<file path="config.mk">
export PLATFORM = sky130hd
export DESIGN_NAME = wgt_read_sched
export DESIGN_NICKNAME = d
export VERILOG_FILES = /design/src/rtl/wgt_sched_pkg.sv /design/src/rtl/wgt_grp_counter.sv /design/src/rtl/wgt_read_sched.sv
export SDC_FILE = /design/constraint.sdc
export NUM_CORES = 1
export LEC_CHECK = 0
export ABC_AREA = 1
export BUFFER_PORTS_ARGS = -buffer_cell sky130_fd_sc_hd__buf_2
export CORE_AREA = 2 2 100 102
export DETAILED_ROUTE_END_ITERATION = 10
export DIE_AREA = 0 0 102 104
export HOLD_SLACK_MARGIN = 0.03
export PLACE_DENSITY_LB_ADDON = 0.08
export SLEW_MARGIN = 30
export SYNTH_ARGS = -nofsm -noshare
export SYNTH_HDL_FRONTEND = slang
export SYNTH_SLANG_ARGS = --single-unit
</file>
<file path="constraint.sdc">
create_clock -name clk -period 2.6 [get_ports clk]
set_input_delay 0.26 -clock clk [delete_from_list [all_inputs] [get_ports clk]]
set_output_delay 0.26 -clock clk [all_outputs]
set_load 0.005 [all_outputs]
</file>
<file path="src/rtl/wgt_sched_pkg.sv">
// Shared definitions for the weight-buffer read scheduler: state encoding and
// the default counter width.
package wgt_sched_pkg;

    localparam int unsigned CNT_W_DEF = 16;

    typedef enum logic [2:0] {
        S_IDLE     = 3'd0,
        S_ARM      = 3'd1,
        S_WAIT_GRP = 3'd2,
        S_READ     = 3'd3,
        S_GAP      = 3'd4,
        S_END      = 3'd5
    } state_e;

endpackage

</file>
<file path="src/rtl/wgt_grp_counter.sv">
// Nested word/group counter. The word count advances on each pop and wraps on
// the last word of a group. The group index advances on request.
module wgt_grp_counter
    import wgt_sched_pkg::*;
#(
    parameter int unsigned CNT_W = CNT_W_DEF
) (
    input  logic             clk,
    input  logic             rst_n,
    input  logic             clr,
    input  logic             pop,
    input  logic             grp_adv,
    input  logic [CNT_W-1:0] cfg_words,
    input  logic [CNT_W-1:0] cfg_groups,
    output logic [CNT_W-1:0] grp_idx,
    output logic             last_word,
    output logic             last_grp
);

    logic [CNT_W-1:0] word_cnt_q;
    logic [CNT_W-1:0] grp_idx_q;

    // Both cfg values are nonzero whenever these flags are consulted.
    assign last_word = (word_cnt_q == cfg_words - CNT_W'(1));
    assign last_grp  = (grp_idx_q == cfg_groups - CNT_W'(1));
    assign grp_idx   = grp_idx_q;

    always_ff @(posedge clk or negedge rst_n) begin
        if (!rst_n) begin
            word_cnt_q <= '0;
            grp_idx_q  <= '0;
        end else if (clr) begin
            word_cnt_q <= '0;
            grp_idx_q  <= '0;
        end else begin
            if (pop) begin
                word_cnt_q <= last_word ? '0 : word_cnt_q + CNT_W'(1);
            end
            if (grp_adv) begin
                grp_idx_q <= grp_idx_q + CNT_W'(1);
            end
        end
    end

endmodule

</file>
<file path="src/rtl/wgt_read_sched.sv">
// Weight resize-buffer read scheduler: one op_start, cfg_words x cfg_groups pops
// gated per group by pe_ready, and one closing end_conv.
module wgt_read_sched
    import wgt_sched_pkg::*;
#(
    parameter int unsigned CNT_W   = CNT_W_DEF,
    parameter int unsigned GRP_GAP = 1
) (
    input  logic             clk,
    input  logic             rst_n,
    input  logic             start,
    input  logic             abort,
    input  logic [CNT_W-1:0] cfg_words,
    input  logic [CNT_W-1:0] cfg_groups,
    input  logic             pe_ready,
    input  logic             g_stall,
    input  logic             buf_stall,
    output logic             op_start,
    output logic             wgt_read,
    output logic             end_conv,
    output logic             wgt_vld,
    output logic             wgt_last,
    output logic [CNT_W-1:0] grp_idx,
    output logic             busy,
    output logic             done
);

    localparam int unsigned GAP_W = (GRP_GAP > 1) ? $clog2(GRP_GAP) : 1;
    localparam logic [GAP_W-1:0] GAP_LAST = GAP_W'((GRP_GAP == 0) ? 0 : GRP_GAP - 1);

    state_e           state_q, state_d;
    logic [CNT_W-1:0] cfg_words_q, cfg_groups_q;
    logic             aborted_q, aborted_d;
    logic [GAP_W-1:0] gap_cnt_q, gap_cnt_d;
    logic             vld_q, last_q;
    logic             pop, cnt_clr, grp_adv, last_word, last_grp;

    // The pop request never goes out while the buffer FIFO reports empty.
    assign wgt_read = (state_q == S_READ) && !buf_stall;
    assign pop      = (state_q == S_READ) && !buf_stall && !g_stall;
    assign busy     = (state_q != S_IDLE);
    assign wgt_vld  = vld_q;
    assign wgt_last = last_q;

    wgt_grp_counter #(
        .CNT_W (CNT_W)
    ) u_cnt (
        .clk        (clk),
        .rst_n      (rst_n),
        .clr        (cnt_clr),
        .pop        (pop),
        .grp_adv    (grp_adv),
        .cfg_words  (cfg_words_q),
        .cfg_groups (cfg_groups_q),
        .grp_idx    (grp_idx),
        .last_word  (last_word),
        .last_grp   (last_grp)
    );

    always_comb begin
        state_d   = state_q;
        aborted_d = aborted_q;
        gap_cnt_d = gap_cnt_q;
        op_start  = 1'b0;
        end_conv  = 1'b0;
        done      = 1'b0;
        cnt_clr   = 1'b0;
        grp_adv   = 1'b0;
        unique case (state_q)
            S_IDLE: begin
                if (start) begin
                    state_d   = S_ARM;
                    aborted_d = 1'b0;
                end
            end
            S_ARM: begin
                op_start = 1'b1;
                cnt_clr  = 1'b1;
                if (cfg_words_q == '0 || cfg_groups_q == '0) begin
                    state_d = S_END;
                end else begin
                    state_d = S_WAIT_GRP;
                end
            end
            S_WAIT_GRP: begin
                if (pe_ready) begin
                    state_d = S_READ;
                end
            end
            S_READ: begin
                if (pop && last_word) begin
                    if (last_grp) begin
                        state_d = S_END;
                    end else begin
                        grp_adv   = 1'b1;
                        gap_cnt_d = '0;
                        state_d   = (GRP_GAP == 0) ? S_WAIT_GRP : S_GAP;
                    end
                end
            end
            S_GAP: begin
                gap_cnt_d = gap_cnt_q + GAP_W'(1);
                if (gap_cnt_q == GAP_LAST) begin
                    state_d = S_WAIT_GRP;
                end
            end
            S_END: begin
                end_conv = 1'b1;
                done     = !aborted_q;
                state_d  = S_IDLE;
            end
            default: begin
                state_d = S_IDLE;
            end
        endcase
        // A pop in the abort cycle still completes; only the group advance is dropped.
        if (abort && (state_q inside {S_ARM, S_WAIT_GRP, S_READ, S_GAP})) begin
            state_d   = S_END;
            aborted_d = 1'b1;
            grp_adv   = 1'b0;
        end
    end

    always_ff @(posedge clk or negedge rst_n) begin
        if (!rst_n) begin
            state_q      <= S_IDLE;
            aborted_q    <= 1'b0;
            gap_cnt_q    <= '0;
            cfg_words_q  <= '0;
            cfg_groups_q <= '0;
            vld_q        <= 1'b0;
            last_q       <= 1'b0;
        end else begin
            state_q   <= state_d;
            aborted_q <= aborted_d;
            gap_cnt_q <= gap_cnt_d;
            if (state_q == S_IDLE && start) begin
                cfg_words_q  <= cfg_words;
                cfg_groups_q <= cfg_groups;
            end
            // One-cycle FIFO read latency: qualifiers follow the pop by a cycle.
            vld_q  <= pop;
            last_q <= pop && last_word;
        end
    end

endmodule

</file>
## After elaboration in Yosys (flattened, before gate mapping)

Cells that the tools add are included.

- Equality and inequality tests: 13
- Shifts and indexed selects: 0
- Mux-type cells: 26
- Div/mod/pow operators: 0
- Multiply operators: 0
- $lt $le $gt $ge: 0
- Reductions and logical operators: 22
- Add/subtract/negate cells: 5
- Bitwise gates (word level): 0

Operator list:

| operator | number |
|---|---|
| 16-bit two-way mux | 5 |
| 16-bit by 1-bit adder with 16-bit output (second input constant) | 2 |
| 16-bit == test | 2 |
| 16-bit logical NOT | 2 |
| 16-bit by 1-bit subtractor with 16-bit output (second input constant) | 2 |
| 3-bit two-way mux | 6 |
| 3-bit one-hot mux with 5 select lines | 1 |
| 1-bit two-way mux | 13 |
| 2-bit nonzero test | 5 |
| 3-bit by 2-bit == test with 1-bit output (second input constant) | 2 |
| 3-bit == test (second input constant) | 2 |
| 3-bit by 2-bit inequality test with 1-bit output (second input constant) | 2 |
| 1-bit logical AND | 5 |
| 4-bit AND reduction | 1 |
| 4-bit nonzero test | 1 |
| 3-bit by 1-bit == test with 1-bit output (second input constant) | 1 |
| 1-bit logical NOT | 3 |
| 3-bit logical NOT | 1 |
| 3-bit by 1-bit inequality test with 1-bit output (second input constant) | 1 |
| 3-bit inequality test (second input constant) | 1 |
| 3-bit AND reduction | 1 |
| 3-bit nonzero test | 1 |
| 2-bit by 1-bit inequality test with 1-bit output (second input constant) | 1 |
| 2-bit inequality test (second input constant) | 1 |
| other kinds (4) | 4 |

- Latch bits: 0
- Bits in registers: 71
- Bits of input ports: 39
- Bits in writable memories: 0
- Memories kept: 0
- Output and inout port bits: 23
- Bits in read-only memories: 0

## Depth between registers and ports, before layout

Gate-level depths: netlist of the first run.

- Depth after elaboration: 9
- Depth in mapped cells: 18
- Gate-level depth less buffers: 17

## Hierarchy

A second synthesis of the first run with hierarchy kept.

- Cell total of the unflattened synthesis: 680
- Area, all modules: 4938.5 sq um

Modules (own cells, without submodules):

| module | area an instance (sq um) | instances | cells an instance | sequential area each (sq um) |
|---|---|---|---|---|
| wgt_grp_counter | 3171.8 | 1 | 517 | 800.8 |
| wgt_read_sched | 1766.7 | 1 | 163 | 975.9 |

## Worst setup path before layout of the first run

Ideal clock, no wire load.

- Kind: flip-flop to flip-flop
- Start point: register cfg_words_q[0]
- End point: register u_cnt.word_cnt_q[10]
- Data arrival time: 1943 ps
- Period minus slack after synthesis: 2075 ps
- Setup slack: 525 ps
- Cell stages (with the launch flop): 13
- Library setup time: 133 ps
- Buffers on the path: 1
- Cell sequence: dfrtp_1 > inv_2 > ha_1 > nand2_1 > nor2_4 > nand3_1 > nand3_1 > nand2_1 > nor2_4 > nand3_1 > o21ai_2 > buf_2 > o22ai_1

- Word-level cells in the longest chain between the ends: 5

RTL lines:

| what | RTL line | text |
|---|---|---|
| start, declared | wgt_read_sched.sv:32 | `logic [CNT_W-1:0] cfg_words_q, cfg_groups_q;` |
| start signal, assigned | wgt_read_sched.sv:138 | `cfg_words_q <= cfg_words;` |
| 16-bit by 1-bit subtractor with 16-bit output | wgt_grp_counter.sv:24 | `assign last_word = (word_cnt_q == cfg_words - CNT_W'(1));` |
| 16-bit == test | wgt_grp_counter.sv:24 |  |
| 16-bit two-way mux | wgt_grp_counter.sv:37 | `word_cnt_q <= last_word ? '0 : word_cnt_q + CNT_W'(1);` |
| 16-bit two-way mux | wgt_grp_counter.sv:36 | `if (pop) begin` |
| 16-bit two-way mux | wgt_grp_counter.sv:32 | `end else if (clr) begin` |
| end signal, assigned | wgt_grp_counter.sv:37 |  |
| end, declared | wgt_grp_counter.sv:20 | `logic [CNT_W-1:0] word_cnt_q;` |

Every way passes these cells. The select of a mux whose other input is x is not followed.
A chain may end at the register's enable or synchronous reset.

## Final worst setup path of the first run

- Start point: register cfg_words_q[0]
- End point: register u_cnt.grp_idx_q[6] (netlist: u_cnt.grp_idx[6])

- Word-level cells in the longest chain between the ends: 7

RTL lines:

| what | RTL line | text |
|---|---|---|
| 16-bit by 1-bit subtractor with 16-bit output | wgt_grp_counter.sv:24 |  |
| 16-bit == test | wgt_grp_counter.sv:24 |  |
| 1-bit logical AND | wgt_read_sched.sv:91 | `if (pop && last_word) begin` |
| 1-bit two-way mux | wgt_read_sched.sv:91 |  |
| 1-bit two-way mux | wgt_read_sched.sv:69 | `unique case (state_q)` |
| 1-bit two-way mux | wgt_read_sched.sv:117 | `if (abort && (state_q inside {S_ARM, S_WAIT_GRP, S_READ, S_GAP})) begin` |
| 2-bit nonzero test (no source line) | - |  |
| end signal, assigned | wgt_grp_counter.sv:40 | `grp_idx_q <= grp_idx_q + CNT_W'(1);` |
| end, declared | wgt_grp_counter.sv:21 | `logic [CNT_W-1:0] grp_idx_q;` |

Every way passes these cells.

==> results.cfg, run 1 <==
[global_route]
grt_max_degree = 39
antenna_found_initial = 0
grt_pass1_vias = 4815
gr-usage-all-layers_pct = 26.3
met3_usage_pct = 4.70
grt_pass1_wl_um = 22300
use_met1_pct = 31.0
grt.overflow.total = 0
use_met2_pct = 46.1
top_usage_layer = met2

[synthesis]
ys_types = 32
syn_area_per_cell_um2 = 6.82
synthFlopType = dfrtp_1
yosysTopAreaCell = dfrtp_1
synth_area_leaders = dfrtp_1, nand2_1, nand3_1
yosys.area.top_type_share_pct = 34.9
synth_nets = 790
syn_inst = 747
yosys_warnings = 0
synth_edf_count = 0
async_flop_share_pct = 100
synth-seq-area-share_pct = 34.9
netlist_area_um2 = 5090
ys_ff_latch = 71

[timing]
finalSetupTns_ps = 0
finalCriticalPeriod_ps = 2320
worst_slew_pin_slew_ps = 561
rsz0062_at_grt = false
finClkSkew_ps = 5.97
fin_crit_sh_pct = 89.1
hold_viol = 0
finalSetupViolCount = 0
fmax_mhz = 431
final_max_slew_viol_count = 0
max-slew-margin-rel_pct = 62.5

[detailed_routing]
firstDrtPassIters = 7
remaining_drc_errors = 0
ant_nets = 0
num_vias = 4929
drt-vias-per-instance = 5.17
initialDrtViolationCount = 160
wire_per_inst_um = 14.0
wirelength_um = 13300

[clock_tree]
cts.clk_slew.worst_paths_ps = 80
cts_tree = yes
cts_buffers = 9
cts_max_level = 3
cts_root_buffer = clkbuf_8
insertion_delay_ps = 350
clock_sinks = 71
clock_path_buffers = 2

[run_status]
status = finished, final reports clean

[pwr]
p_per_area_nw_per_um2 = 917
vdd_drop_max_mv = 0.485
p_clk_share_pct = 19.0
switchingPower_mw = 2.43
seqPwrFrac_pct = 33.7
p_int_mw = 2.93
p_leak_nw = 3.02
swShare_pct = 45.3
p_comb_share_pct = 47.2
power.total_mw = 5.36

[floorplanning]
pin_count = 62
start_util_pct = 53.3
core_area_um2 = 9550
fp.dieW_um = 102
die_area_um2 = 10600
die_y_um = 104
fp-row-count = 36

[final_layout]
drive_above_1_share_pct = 15.3
final-seq-area_um2 = 1780
layout_commonest_cell = nand2_1
multi_input_area_um2 = 2880
diodes = 0
areaGrowthSynthToFinish_pct = 14.8
layout_common_cells = nand2_1, inv_1, nand3_1
n_fill_cell = 935
final_nets = 859
utilization_pct = 61.2

[worst_setup_path]
path_max_fanout = 15
path_class = flop to flop
critical_path_required_ps = 2840
crit_arrival_ps = 2560
start_kind = flop
end_kind = flop

[worst_hold_path]
worstHoldPathType = input port to flop

[flow_run]
maxCapViolCount = 0

[place]
io_buffers = 61
gp_congestion = 0.941
dp_hpwl_um = 10200
-- cell type report --
class                           count  area share, %
Timing Repair Buffer               74           7.41
Tap cell                          133           2.85
Sequential cell                    71           30.4
Inverter                           98           6.29
Multi-Input combinational cell    562           49.2
Clock inverter                      3           1.11
Clock buffer                       13           2.72
-- state kept, by name, summed over array words and instances (netlist names) --
register	cells
aborted_q	1
cfg_groups_q	16
cfg_words_q	16
gap_cnt_q	1
state_q	3
u_cnt.grp_idx	16
u_cnt.word_cnt_q	16
wgt_last	1
wgt_vld	1
-- cell families (layout without fill, tap and decap cells) --
logic type	Yosys count	count (layout)	share of synthesized area (%)
AND/OR/NAND/NOR	441	441	38.6
buffers and inverters	114	188	8.92
flip-flops	71	71	34.9
AO/OA/AOI/OAI	62	62	6.68
XOR/XNOR	46	46	7.91
multiplexers	9	9	1.99
adder cells (fa/ha/maj)	4	4	0.983
-- worst paths after layout --
kind	from	end	slack, ps	cells past startpoint
max in group asynchronous	rst_n	u_cnt.word_cnt_q[7]$_DFFE_PN0P_	1630	3
min in group asynchronous	rst_n	cfg_groups_q[4]$_DFFE_PN0P_	410	2
worst min-delay path	g_stall	wgt_vld$_DFF_PN0_	90	2
worst max-delay path	cfg_words_q[0]$_DFFE_PN0P_	u_cnt.grp_idx[6]$_DFFE_PN0P_	280	13
worst max register to register	cfg_words_q[0]$_DFFE_PN0P_	u_cnt.grp_idx[6]$_DFFE_PN0P_	280	13
worst min register to register	aborted_q$_DFFE_PN0P_	aborted_q$_DFFE_PN0P_	520	2
-- critical path, cell delays in order (launching register included) --
cell and delay [ps]:
dfrtp_1 410, inv_2 130, ha_1 250, nand2_1 140
nor2_4 170, nand3_1 110, nand3_1 100, nand2_1 80
nor2_4 120, nand3_1 120, nor2_1 180, nand3_4 210
nand3_1 130, nand2_1 50
-- power groups by stage --
stage          Clock [mW]  Sequential, mW  Combinational (mW)
4_1_cts              1.04            1.81                2.53
5_1_grt              1.09            1.86                2.91
6_report             1.02            1.81                2.53
3_3_place_gp            0            1.82                2.46
2_1_floorplan           0            1.70                2.02
3_5_place_dp            0            1.83                2.52
-- Yosys cell counts, types with 8 or more instances --
master / n
mux2_2: 9
xnor2_1: 15
nand3_1: 89
nor2_4: 9
nand2_1: 224
o22ai_1: 15
xor2_1: 31
dfrtp_1: 71
inv_1: 94
nor2_1: 80
clkbuf_1: 10
nor3_1: 8
nand4_1: 8
o21ai_0: 37
-- timing repair --
action,CTS,global route
gates resized for setup,0,1
setup buffers,0,1
hold buffers,0,1
endpoints found under the setup margin,0,15
hold endpoints to repair,0,35
-- metal layers --
layer	vias up	part of all wire [%]
met1	2303	42
met5	-	0
met4	0	2.4
met2	104	52
met3	21	3.4
li1	2501	-
-- per-stage QoR --
step	instance area, µm²	instances	hold slack (ps)	setup WS [ps]
after detailed placement	5580	936	423	184
after global placement	5580	936	420	257
after global routing	5840	954	71.8	23.6
after floorplan	5090	747	-35.6	525
final	5840	954	94.1	282
after CTS	5800	952	30.5	169
Power figures use the tool's default switching activity.
==> inputs of run 2 (changes only) <==
--- a/config.mk
+++ b/config.mk
@@ -6,10 +6,13 @@
 export NUM_CORES = 1
 export LEC_CHECK = 0
 export ABC_AREA = 1
+export ABC_CLOCK_PERIOD_IN_PS = 2600
 export BUFFER_PORTS_ARGS = -buffer_cell sky130_fd_sc_hd__buf_2
-export CORE_AREA = 2 2 100 102
+export CELL_PAD_IN_SITES_DETAIL_PLACEMENT = 1
+export CELL_PAD_IN_SITES_GLOBAL_PLACEMENT = 2
+export CORE_AREA = 2 2 128 130
 export DETAILED_ROUTE_END_ITERATION = 10
-export DIE_AREA = 0 0 102 104
+export DIE_AREA = 0 0 130 132
 export HOLD_SLACK_MARGIN = 0.03
 export PLACE_DENSITY_LB_ADDON = 0.08
 export SLEW_MARGIN = 30
==> results.cfg, run 2 (synthesis gave the netlist of run 1 again) <==
[worst_setup_path]
path_max_fanout = 15
cp_cell_sequence = nor2_4 > nand2_4 > nor2_8 > nand3_1 > nand3_1 > nand2_1 > nor2_1 > nand2_1 > inv_2 > nand3_2 > nor2_4 > buf_12 > nand3_1 > nand2_1
critical_path_required_ps = 2880
slowest_delay_ps = 510
r2r-start = cfg_words_q[6]$_DFFE_PN0P_
worstSetupStartpoint = cfg_words_q[6]$_DFFE_PN0P_
path_class = flop to flop
end_kind = flop
crit_arrival_ps = 2620
start_kind = flop
slowest_stage = dfrtp_1

[clock_tree]
cts.clk_slew.worst_paths_ps = 60
cts_buffers = 9
cts_tree = yes
cts_root_buffer = clkbuf_16
insertion_delay_ps = 340
cts_max_level = 3
clock_sinks = 71
clock_path_buffers = 2

[global_route]
antenna_found_initial = 0
grt_max_degree = 72
grt_pass1_wl_um = 26800
grt.overflow.total = 0
gr-usage-all-layers_pct = 19.8
grt_pass1_vias = 5233

[detailed_routing]
wirelength_um = 16400
firstDrtPassIters = 5
initialDrtViolationCount = 206
num_vias = 5022
remaining_drc_errors = 0
drt-vias-per-instance = 4.83
wire_per_inst_um = 15.8
ant_nets = 0

[place]
gp_congestion = 0.846
pre_cts_ws_ps = -11.9
io_buffers = 61
dp_hpwl_um = 12500
place_inst = 1017

[final_layout]
layout_common_cells = nand2_1, inv_1, nand3_1
drive_above_1_share_pct = 16.6
final_cells = 1039
multi_input_area_um2 = 2920
final_nets = 861
n_fill_cell = 2034
final-seq-area_um2 = 1780
diodes = 0
areaGrowthSynthToFinish_pct = 19.3
layout_commonest_cell = nand2_1

[floorplanning]
die_area_um2 = 17200
die_y_um = 132
fp-row-count = 46
core_area_um2 = 15700
start_util_pct = 32.4
fp.dieW_um = 130
pin_count = 62

[timing]
rsz0062_at_grt = false
fin_crit_sh_pct = 90.1
holdWs_ps = 126
fmax_mhz = 427
hold_viol = 0
finalSetupViolCount = 0
fin_ws_ps = 257
finalSetupTns_ps = 0
finalCriticalPeriod_ps = 2340
worst_slew_pin_slew_ps = 733
max-slew-margin-rel_pct = 51.1
finClkSkew_ps = 7.62
final_max_slew_viol_count = 0

[worst_hold_path]
min-delay-start = cfg_words[11]
worstHoldPathType = input port to flop

[pwr]
p_leak_nw = 3.05
p_per_area_nw_per_um2 = 953
vdd_drop_max_mv = 0.575
power.total_mw = 5.79

[run_status]
status = finished, final reports clean

[flow_run]
maxCapViolCount = 0
run 2: changes by cell type in the layout (fill, tap and decap cells not counted), moves of 2 or more:
cell,delta
clkbuf_16,+9
clkbuf_8,-7
nor2_1,-3
bufinv_16,-2
nand2_1,-2
nand2_2,+2
nor2_2,+2
run 2: timing repair:
| item | CTS | global route |
|---|---|---|
| gates cloned | 0 | 1 |
| endpoints found under the hold margin | 71 | 0 |
| endpoints found under the setup margin | 15 | 19 |
| pin swaps | 0 | 6 |
| buffers inserted | 0 | 4 |
| resized for setup | 1 | 10 |
| hold buffers | 1 | 0 |
run 2: metrics by stage:
step	utilization (%)	cell area [µm²]
2_1_floorplan	-	5090
4_1_cts	38.1	5990
5_1_grt	38.7	6070
3_3_place_gp	36.1	5670
3_5_place_dp	36.1	5680
6_report	38.7	6070
run 2: final cells by class:
| cell class | count | area share, % |
|---|---|---|
| flip-flops and latches | 71 | 29.2 |
| clock buffers | 14 | 4.68 |
| well taps | 216 | 4.45 |
| inverters | 98 | 6.06 |
| repair buffers | 75 | 7.31 |
| multi-input cells | 563 | 48.1 |
| clock inverters | 2 | 0.206 |
run 2: path summary, 6_finish.rpt:
check | slack (ps) | cells past startpoint | endpoint
min reg2reg | 530 | 2 | gap_cnt_q$_DFFE_PN0P_
max | 260 | 14 | u_cnt.grp_idx[15]$_DFFE_PN0P_
max in group asynchronous | 1560 | 2 | cfg_groups_q[2]$_DFFE_PN0P_
max reg2reg | 260 | 14 | u_cnt.grp_idx[15]$_DFFE_PN0P_
min in group asynchronous | 480 | 2 | cfg_words_q[9]$_DFFE_PN0P_
min | 130 | 3 | cfg_words_q[11]$_DFFE_PN0P_
run 2: per-layer routing:
| layer | routed length, µm | global-route usage, % | part of all wire (%) | vias to the layer above |
|---|---|---|---|---|
| met3 | 676 | 3.21 | 4.1 | 14 |
| met1 | 8340 | 28.5 | 51 | 2404 |
| met4 | 220 | 5.56 | 1.3 | 0 |
| met5 | 0 | 0 | 0 | - |
| met2 | 7180 | 30.7 | 44 | 90 |
| li1 | - | - | - | 2514 |
run 2: power breakdown:
group / total [mW] / switching, mW / leakage, nW / internal [mW]
clock network: 1.25 / 0.504 / 0.145 / 0.750
logic: 2.71 / 1.74 / 1.99 / 0.968
registers: 1.82 / 0.417 / 0.922 / 1.41
total: 5.79 / 2.66 / 3.05 / 3.12
run 2: critical path: cells and delay by family (launching register included):
family | cells | cell delay (ps)
flip-flops | 1 | 510
buffers and inverters | 2 | 240
AND/OR/NAND/NOR | 12 | 1530
